===== config.mk =====
export PLATFORM = sky130hd
export DESIGN_NAME = custom_clk
export DESIGN_NICKNAME = d
export VERILOG_FILES = /design/src/rtl/custom_clk.sv
export SDC_FILE = /design/constraint.sdc
export NUM_CORES = 1
export LEC_CHECK = 0
export BUFFER_PORTS_ARGS = -buffer_cell sky130_fd_sc_hd__buf_2
export CAP_MARGIN = 10
export CORE_ASPECT_RATIO = 1.4
export CORE_MARGIN = 3
export CORE_UTILIZATION = 35
export CTS_BUF_LIST = sky130_fd_sc_hd__clkbuf_8
export CTS_CLUSTER_DIAMETER = 100
export DETAILED_ROUTE_END_ITERATION = 6
export PLACE_DENSITY = 0.62
export SLEW_MARGIN = 20
export SYNTH_ARGS = -nofsm -noshare
export SYNTH_HDL_FRONTEND = slang
export SYNTH_SLANG_ARGS = --single-unit

===== constraint.sdc =====
create_clock -name clk -period 2.1 [get_ports clk]
set_input_delay 0.21 -clock clk [delete_from_list [all_inputs] [get_ports clk]]
set_output_delay 0.21 -clock clk [all_outputs]
set_load 0.03 [all_outputs]

===== src/rtl/custom_clk.sv =====
// Programmable rate divider: emits a single-cycle enable strobe every `period` clk cycles.
// The strobe is a clock enable for logic in the clk domain, not a derived clock.
module custom_clk (
    input  logic        resetn,
    input  logic        clk,
    input  logic [25:0] period,
    output logic        pulse
);

    logic [25:0] r_cnt;
    logic        r_pulse;
    logic [25:0] w_term;
    logic        w_fire;

    // Zero is treated as one, so the terminal value never underflows to all-ones.
    assign w_term = (period == 26'd0) ? 26'd0 : (period - 26'd1);

    // >= rather than == so that lowering the period below the running count fires at once
    // instead of letting the counter run up to 2^26 and wrap.
    assign w_fire = (r_cnt >= w_term);

    always_ff @(posedge clk or negedge resetn) begin
        if (!resetn) begin
            r_cnt   <= 26'd0;
            r_pulse <= 1'b0;
        end else if (w_fire) begin
            r_cnt   <= 26'd0;
            r_pulse <= 1'b1;
        end else begin
            r_cnt   <= r_cnt + 26'd1;
            r_pulse <= 1'b0;
        end
    end

    assign pulse = r_pulse;

endmodule


==> reports/qor.csv <==
metric;value;unit
worst voltage drop across the vdd grid;0.153;mV
per-cell routed wire length;14.9;µm
DIE WIDTH;77.2;µm
count of boundary I/O pins;29;
ratio of cells with drive above 1 in the final layout;0.422;
cell with the largest stage delay on the worst path;sky130_fd_sc_hd__or4_4;
primary flip-flop cell chosen by synthesis mapping;sky130_fd_sc_hd__dfrtp_1;
post-detailed-route count of antenna-violating nets;0;
Worst Setup End Kind;flip-flop;
layer with the highest usage;met2;
CP cell instances;buf_12 > inv_12 > ha_4 > or4b_4 > or4b_4 > or4_4 > or3_4 > buf_6 > buf_16 > nand2_4 > ha_4 > nand4_1 > buf_4 > nor4_4 > a2111o_1 > or3_1;
total count of hold-check failures in the final report;0;
number of design rule violations left after detail routing;0;
worst path bufs/invs;5;
1st-pass router iterations;4;
CTS tree;built;
biggest fanout along the worst timing path;6;
routed via count divided by cell count;5.38;
most common cell after layout, fill and taps aside;sky130_fd_sc_hd__buf_4;
Post-Route Utilization;0.575;
pin count of the biggest net entering global routing;28;
final instance area;3880;µm²
outcome;finished with violations;
final period demand of the worst path;4.06;ns
clock-pin slew of the registers on the worst-case setup and hold paths;0.08;ns
floorplan die area;8160;µm²
unique cell type count in the Yosys netlist;41;
area post-placement;3410;µm²
delay of the slowest cell on the worst path;0.57;ns
Area growth, synth to finish;56.1;%
initial standard-cell utilization of the core;0.368;
worst-margin pin slew;0.628;ns
clock buffers created by TritonCTS;3;
dominant cell type by area after synthesis;sky130_fd_sc_hd__dfrtp_1;
antenna diode count;0;
Max H-tree Level;1;
kind of critical path;input port to flip-flop;
fraction of met3 tracks used by global routing;0.0145;
area of the core;6740;µm²
sequential share of the synthesized area;0.272;
number of global-route vias before repair;2661;
Post-Syn Instances;295;
post-route clock period utilization;1.93;
Worst Setup Slack, final;-1.96;ns
per-instance average area after synthesis;8.42;µm²
cell types occupying the most area after synthesis;sky130_fd_sc_hd__dfrtp_1 (27%), sky130_fd_sc_hd__ha_1 (14%), sky130_fd_sc_hd__xor2_1 (9.2%), sky130_fd_sc_hd__nor4_1 (8.3%), sky130_fd_sc_hd__xnor2_1 (6.0%);
CP top delay family;simple AND/OR/NAND/NOR gates;
number of sinks handled by clock tree synthesis;27;
highest-count cells in the layout ignoring fill and taps;sky130_fd_sc_hd__buf_4 (63), sky130_fd_sc_hd__dfrtp_1 (27), sky130_fd_sc_hd__xor2_1 (26), sky130_fd_sc_hd__buf_2 (26), sky130_fd_sc_hd__nand2_1 (25);
number of antenna violations at the first check in global routing;0;
weighted congestion at the end of routability-driven global placement;0.779;
summed instance area of the synthesized netlist;2480;µm²
routed wire length;7100;µm
data arrival time of the critical path;4.21;ns
Power per Cell Area;274;nW/µm²
number of nets produced by synthesis;351;
Global Route met1 Usage;0.204;
count of placed standard cells including taps;464;
reported max-cap violation count;0;
number of synthesized flops with an enable pin;0;
GRT met2 Usage;0.341;
count of endpoints failing setup in the final report;27;
Layout Cells excl Fill;478;
number of flip-flops and latches in the synthesized netlist;27;
vias post-DR;2571;
number of fill cells;586;
first-pass GRT wire length;12000;µm
data required time of the critical path;2.25;ns
sort of element at the start of the critical path;input port;
half-perimeter wire length after detailed placement;5110;µm
share of flip-flops with an asynchronous set or reset after synthesis;1.00;
Clock Latency Late Sink;0.27;ns
Leakage Power;1.69;nW
maximum clock rate;0.246;GHz
number of buffers on the longest clock path;2;
leftover overflow at the end of global routing;0;
CTS root buffer;sky130_fd_sc_hd__clkbuf_8;
Die H;106;µm
Final Slew Violations;0;
number of buffer cells added on primary ports;28;
initial detailed-routing violation count;56;
failing checks;negative setup slack;
max_slew headroom;0.581;
row cnt;35;
Post-layout nets;443;
Ys Warns;0;
setup repair after global routing missed its margin;yes;
final worst clock skew;0.00329;ns
class of the tightest hold or removal check;input port to asynchronous set/reset pin;
share of the synthesized area in the top cell type;0.272;
global-route total usage across every layer;0.179;
[final cells by class]
class,instances,area [µm²],share of cell area
clock inverters,1,3.75,0.000968
multi-input cells,248,2170,0.558
flip-flops and latches,27,676,0.174
inverters,5,36.3,0.00935
clock buffers,3,41.3,0.0106
well taps,92,115,0.0297
repair buffers,102,841,0.217
[stage by stage]
step	setup TNS [ns]	worst slack (ns)	power (mW)	hold WS, ns
after floorplan	-57.21	-2.22	0.635	-0.0856
after global placement	-60.34	-2.30	0.750	0.257
after detailed placement	-61.33	-2.32	0.755	0.261
after CTS	-50.35	-1.91	1.07	0.495
after global routing	-54.87	-2.08	1.13	0.547
final	-51.52	-1.96	1.06	0.483
[metal layers]
layer,vias to the layer above,wire length [µm]
li1,1265,-
met1,1246,2850
met2,47,3920
met3,13,183
met4,0,147
met5,-,0
[cell usage after synthesis (3+ instances only)]
cell type,n
sky130_fd_sc_hd__nor4_1,33
sky130_fd_sc_hd__and4_1,4
sky130_fd_sc_hd__nor2_1,17
sky130_fd_sc_hd__nand4_1,14
sky130_fd_sc_hd__nand2_1,37
sky130_fd_sc_hd__and3_1,4
sky130_fd_sc_hd__nand3_1,13
sky130_fd_sc_hd__a21oi_1,11
sky130_fd_sc_hd__ha_1,28
sky130_fd_sc_hd__clkbuf_1,9
sky130_fd_sc_hd__o21ai_0,5
sky130_fd_sc_hd__xnor2_1,17
sky130_fd_sc_hd__dfrtp_1,27
sky130_fd_sc_hd__xor2_1,26
sky130_fd_sc_hd__or4_1,3
sky130_fd_sc_hd__nor3_1,7
sky130_fd_sc_hd__inv_1,5
sky130_fd_sc_hd__nand2b_1,3
[kinds of logic (layout without fill, tap and decap cells)]
family,Yosys count,in the layout,share of synthesized area
adder cells (fa/ha/maj),28,28,0.141
AND/OR/NAND/NOR,152,152,0.333
AO/OA/AOI/OAI,24,24,0.0609
multiplexers,1,1,0.00403
buffers and inverters,20,111,0.0378
XOR/XNOR,43,43,0.152
flip-flops,27,27,0.272
[worst register-to-register path, stage by stage, from the launching register on]
cell and delay [ns]:
sky130_fd_sc_hd__dfrtp_1 0.40, sky130_fd_sc_hd__ha_1 0.32, sky130_fd_sc_hd__nand4_1 0.22, sky130_fd_sc_hd__nor3_1 0.10, sky130_fd_sc_hd__a22o_1 0.20, sky130_fd_sc_hd__a2111o_1 0.38, sky130_fd_sc_hd__or3_1 0.39
[power by group]
| group | internal [mW] | switching (mW) | leakage [nW] |
|---|---|---|---|
| logic | 0.134 | 0.120 | 1.30 |
| registers | 0.522 | 0.00395 | 0.368 |
| clock network | 0.131 | 0.153 | 0.0269 |
| total | 0.787 | 0.277 | 1.69 |
[worst paths after layout]
kind | slack, ns | start | cells past startpoint | endpoint
hold / removal | 0.48 | resetn | 2 | r_cnt[4]$_DFF_PN0_
min in group clk | 0.60 | r_cnt[0]$_DFF_PN0_ | 2 | r_cnt[0]$_DFF_PN0_
setup / recovery | -1.96 | period[1] | 16 | pulse$_DFF_PN0_
setup reg to reg | -0.03 | r_cnt[24]$_DFF_PN0_ | 6 | pulse$_DFF_PN0_
hold reg to reg | 0.60 | r_cnt[0]$_DFF_PN0_ | 2 | r_cnt[0]$_DFF_PN0_
max in group asynchronous | 1.21 | resetn | 2 | r_cnt[16]$_DFF_PN0_
[state kept, by name, indices dropped and copies added (netlist names)]
signal / count
r_cnt: 26
pulse: 1
[timing repair]
item                                   CTS  global route
hold buffers                             1             0
setup endpoints to repair               27            27
endpoints found under the hold margin   27             0
pin swaps                                4            13
gates cloned                             3             0
setup buffers                            3             3
gates resized for setup                 36            17
Note: power is estimated with default switching activity, not from simulation.
